### config.mk
export PLATFORM = sky130hd
export DESIGN_NAME = if_fetch_bridge
export DESIGN_NICKNAME = d
export VERILOG_FILES = /design/src/rtl/if_fetch_bridge.sv
export SDC_FILE = /design/constraint.sdc
export NUM_CORES = 1
export LEC_CHECK = 0
export CAP_MARGIN = 20
export CORE_MARGIN = 2
export CORE_UTILIZATION = 27
export CTS_CLUSTER_SIZE = 12
export DETAILED_ROUTE_END_ITERATION = 12
export PLACE_DENSITY_LB_ADDON = 0.12
export SETUP_SLACK_MARGIN = 0.4
export SYNTH_ARGS = -nofsm -noshare
export SYNTH_HDL_FRONTEND = slang
export SYNTH_SLANG_ARGS = --single-unit
### constraint.sdc
create_clock -name clk -period 4.5 [get_ports clk]
set_input_delay 0.45 -clock clk [delete_from_list [all_inputs] [get_ports clk]]
set_output_delay 0.45 -clock clk [all_outputs]
set_load 0.02 [all_outputs]
### src/rtl/if_fetch_bridge.sv
`default_nettype none
// ============================================================================
// Module  : if_fetch_bridge
// Brief   : Fetch-side responder for the PC register. Turns each ce/pc
//           request into one single-beat read on a req/gnt/rvalid bus and
//           returns inst/inst_pc/inst_err to the IF/ID boundary.
// Revision: 1.0 - initial release
// ============================================================================
module if_fetch_bridge #(
  parameter int                ADDR_W     = 32,
  parameter int                DATA_W     = 32,
  parameter logic [DATA_W-1:0] RESET_INST = '0
) (
  input  logic              clk,
  input  logic              rst,
  input  logic              ce,
  input  logic [ADDR_W-1:0] pc,
  input  logic              flush,
  output logic              stall,
  output logic              mem_req,
  output logic [ADDR_W-1:0] mem_addr,
  input  logic              mem_gnt,
  input  logic              mem_rvalid,
  input  logic [DATA_W-1:0] mem_rdata,
  input  logic              mem_err,
  output logic              inst_valid,
  output logic [DATA_W-1:0] inst,
  output logic [ADDR_W-1:0] inst_pc,
  output logic              inst_err
);

  typedef enum logic [1:0] {
    IDLE  = 2'd0,
    REQ   = 2'd1,
    WAIT  = 2'd2,
    DRAIN = 2'd3
  } state_t;

  state_t              state_q;
  logic [ADDR_W-1:0]   addr_q;
  logic                kill_q;
  logic                inst_valid_q;
  logic [DATA_W-1:0]   inst_q;
  logic [ADDR_W-1:0]   inst_pc_q;
  logic                inst_err_q;

  logic                accept_w;
  logic                misalign_w;

  assign accept_w   = ce && !flush && (pc[1:0] == 2'b00);
  assign misalign_w = ce && !flush && (pc[1:0] != 2'b00);

  // Bus request is decoded from state so an async reset drops it immediately.
  always_comb begin
    mem_req  = (state_q == REQ);
    mem_addr = (state_q == REQ) ? addr_q : '0;
  end

  // Stall holds the PC until the response cycle of the current fetch.
  always_comb begin
    stall = 1'b0;
    if (!rst) begin
      unique case (state_q)
        IDLE:    stall = accept_w;
        REQ:     stall = 1'b1;
        WAIT:    stall = !mem_rvalid;
        DRAIN:   stall = !mem_rvalid;
        default: stall = 1'b0;
      endcase
    end
  end

  // Fetch FSM with registered IF/ID outputs.
  always_ff @(posedge clk or posedge rst) begin
    if (rst) begin
      state_q      <= IDLE;
      addr_q       <= '0;
      kill_q       <= 1'b0;
      inst_valid_q <= 1'b0;
      inst_q       <= RESET_INST;
      inst_pc_q    <= '0;
      inst_err_q   <= 1'b0;
    end else begin
      inst_valid_q <= 1'b0;
      unique case (state_q)
        IDLE: begin
          kill_q <= 1'b0;
          if (accept_w) begin
            addr_q  <= pc;
            state_q <= REQ;
          end else if (misalign_w) begin
            // Misaligned PC faults locally without touching the bus.
            inst_valid_q <= 1'b1;
            inst_err_q   <= 1'b1;
            inst_q       <= '0;
            inst_pc_q    <= pc;
          end
        end
        REQ: begin
          if (flush) kill_q <= 1'b1;
          // The request is held until granted; a flush only marks it dead.
          if (mem_gnt) state_q <= (kill_q || flush) ? DRAIN : WAIT;
        end
        WAIT: begin
          if (mem_rvalid) begin
            if (!flush) begin
              inst_valid_q <= 1'b1;
              inst_q       <= mem_rdata;
              inst_pc_q    <= addr_q;
              inst_err_q   <= mem_err;
            end
            kill_q  <= 1'b0;
            state_q <= IDLE;
          end else if (flush) begin
            state_q <= DRAIN;
          end
        end
        DRAIN: begin
          // Response of a killed fetch is consumed and thrown away.
          if (mem_rvalid) begin
            kill_q  <= 1'b0;
            state_q <= IDLE;
          end
        end
        default: state_q <= IDLE;
      endcase
    end
  end

  assign inst_valid = inst_valid_q;
  assign inst       = inst_q;
  assign inst_pc    = inst_pc_q;
  assign inst_err   = inst_err_q;

endmodule
`default_nettype wire

==> impl_metrics.toml <==
[sta]
rsz0062_at_grt = "false"
skew_ns = 0.00898
setup_viol = 0
maxClockFrequency_mhz = 305
setup-tns-final_ns = 0
finalHoldViolCount = 0
period_minus_slack_ns = 3.28
relSlewSlack_pct = 42.2
worst_slack_ns = 1.22
tightest_slew_ns = 0.867
min_period_over_period_pct = 72.8
drv_slew = 0

[min_path]
min_path_type = "reg -> reg"

[synth]
syn_inst = 376
synth_top_area_share_pct = 54.8
ys_types = 27
ys_seq_area_share_pct = 54.8
yosys_register_bits = 101
post-synth-top-count-cell = "dfrtp_1"
ys.flop_type = "dfrtp_1"
synth_edf_count = 0
avgSynthCellArea_sq_um = 12.3
yosysWarnings = 0
syn_nets = 447
mappedNetlistArea_sq_um = 4610
synth_area_leaders = "dfrtp_1, mux2_2, mux2_4, nand2_1, and2_1"
synth.largest_area_cell = "dfrtp_1"
synth-async-reset-ratio_pct = 100
synth.top_cells.by_count = "dfrtp_1, mux2_2, nand2_1"

[critical_path]
cp.required_ns = 4.05
critPathLaunchType = "input pin"
r2r_cells = 4
reg2reg_from = "state_q[1]"
r2r-end = "inst_pc[10]"
startpoint = "flush"
cp.arrival_ns = 2.83
endpoint_kind = "primary output"
critPathKind = "in -> out"
critPathMaxFanout = 7
critPathCapture = "stall"
ff2ff_setup_slack_ns = 2.04

[placement]
post-place-cells = 748
portBuffers = 170
place_hpwl_microns = 8230
place.gp.congestion = 0.724
pre_cts_ws_ns = 1.24

[cts]
ctsRootBufferMaster = "clkbuf_16"
clock_latency_ns = 0.35
cts_buffer_depth = 2
post_cts_buffers = 0
cts_resized = 0
htreeDepth = 3
cts_hold_buf = 0
cts_tree = "built"
cts_buffers = 9
cts.sinks = 101
clk_pin_slew_ns = 0.07

[drt]
routedWlPerCell_microns = 15.9
drt_iter0_drc = 129
routed_wl_microns = 12200
drc_errors = 0
drtAntennaViolNets = 0
dr.pass1.iters = 4
vias_per_cell = 4.42
num_vias = 3374

[floorplan]
ioPinCount = 171
core_sq_um = 16600
initial_core_util_pct = 27.7
die_area_sq_um = 18100
die_h_microns = 135
die_w_microns = 135
rows = 47

[power_and_ir_drop]
pwr-share-seq_pct = 33.9
internal_power_mw = 3.06
p_leak_nw = 2.92
ir_worst_vdd_mv = 0.249
clkPwrFrac_pct = 17.5
switching_power_mw = 1.68
sw_frac_of_total_pct = 35.5
p_total_mw = 4.74
comb_power_share_pct = 48.6
powerDensity_nw_per_um2 = 692

[cells_and_area]
area_growth_syn_to_layout_pct = 48.8
layout-drive-gt1-share_pct = 22.8
nets = 610
antenna_cells = 0
stdcell_count = 764

[global_route]
grt_usage_pct = 13.8
grt_max_degree = 37
grt_pass1_wl_microns = 19300
overflow = 0
antenna_found_initial = 0
grt_pass1_vias = 3506

[status]
status = "finished clean"

[job]
maxCapViolCount = 0
-- flip-flops by register name, indices dropped and copies added (netlist names) --
signal,cells
addr_q,32
inst_err,1
inst,32
inst_valid,1
inst_pc,32
state_q,2
kill_q,1
-- layout make-up --
class | instances | area, sq um
multi-input combinational | 248 | 1960
clock buffer | 12 | 267
sequential | 101 | 2530
fill | 1554 | 9790
timing repair buffer | 178 | 1770
tap | 220 | 275
clock inverter | 4 | 55.1
inverter | 1 | 6.26
-- placed cells by master (no fill, tap or decap), drive strengths merged, types with 2 or more instances in the layout --
cell,synthesis,final
buf,7,8
nor2,5,5
nand2,66,66
a21oi,3,3
o21ai,34,34
dfrtp,101,101
clkdlybuf4s50,0,170
mux2,94,94
clkbuf,19,12
clkinv,0,2
and2,34,34
-- worst max-delay path, stage by stage --
cell	delay, ns
clkdlybuf4s50_1	0.56
or4b_4	0.58
or3_2	0.46
a21oi_1	0.14
clkdlybuf4s50_1	0.64
-- per-layer routing --
metal | vias to the layer above | routed length (microns) | GRT usage (%)
met5 | - | 0 | 0
met4 | 0 | 161 | 4.74
met3 | 11 | 1020 | 5.07
met2 | 113 | 5440 | 20.9
met1 | 1656 | 5560 | 18.3
li1 | 1594 | - | -
-- logic make-up (layout without fill, tap and decap cells) --
kind of cell | count (synthesis) | count (layout) | share of synthesized area (%)
buffers and inverters | 27 | 195 | 3.31
DFF | 101 | 101 | 54.8
and+or+nand+nor | 114 | 114 | 12.0
muxes | 94 | 94 | 25.2
AOI/OAI and AO/OA | 40 | 40 | 4.67
-- worst min-delay path by stage --
stage	startpoint	endpoint	cells past startpoint
floorplan	kill_q	kill_q	2
detailed placement	kill_q	kill_q	2
global route	inst_pc[24]	inst_pc[24]	1
finish	kill_q	kill_q	2
global placement	addr_q[1]	addr_q[1]	1
CTS	kill_q	kill_q	2
-- through the flow --
stage                     area, sq um  util (%)  hold slack, ns
after CTS                        6860      41.2           0.504
final                            6860      41.2           0.503
after global placement           6520      39.2           0.491
after floorplan                  4610         -           0.463
after global routing             6860      41.2           0.520
after detailed placement         6530      39.3           0.486
-- power groups by stage --
stage	clock network [mW]	logic, mW	registers [mW]
floorplan	0	0.950	1.91
global placement	0	2.32	1.60
detailed placement	0	2.34	1.62
CTS	0.858	2.35	1.61
global route	0.898	2.47	1.67
finish	0.830	2.31	1.61
No activity file was read; power rests on OpenSTA's default activity.
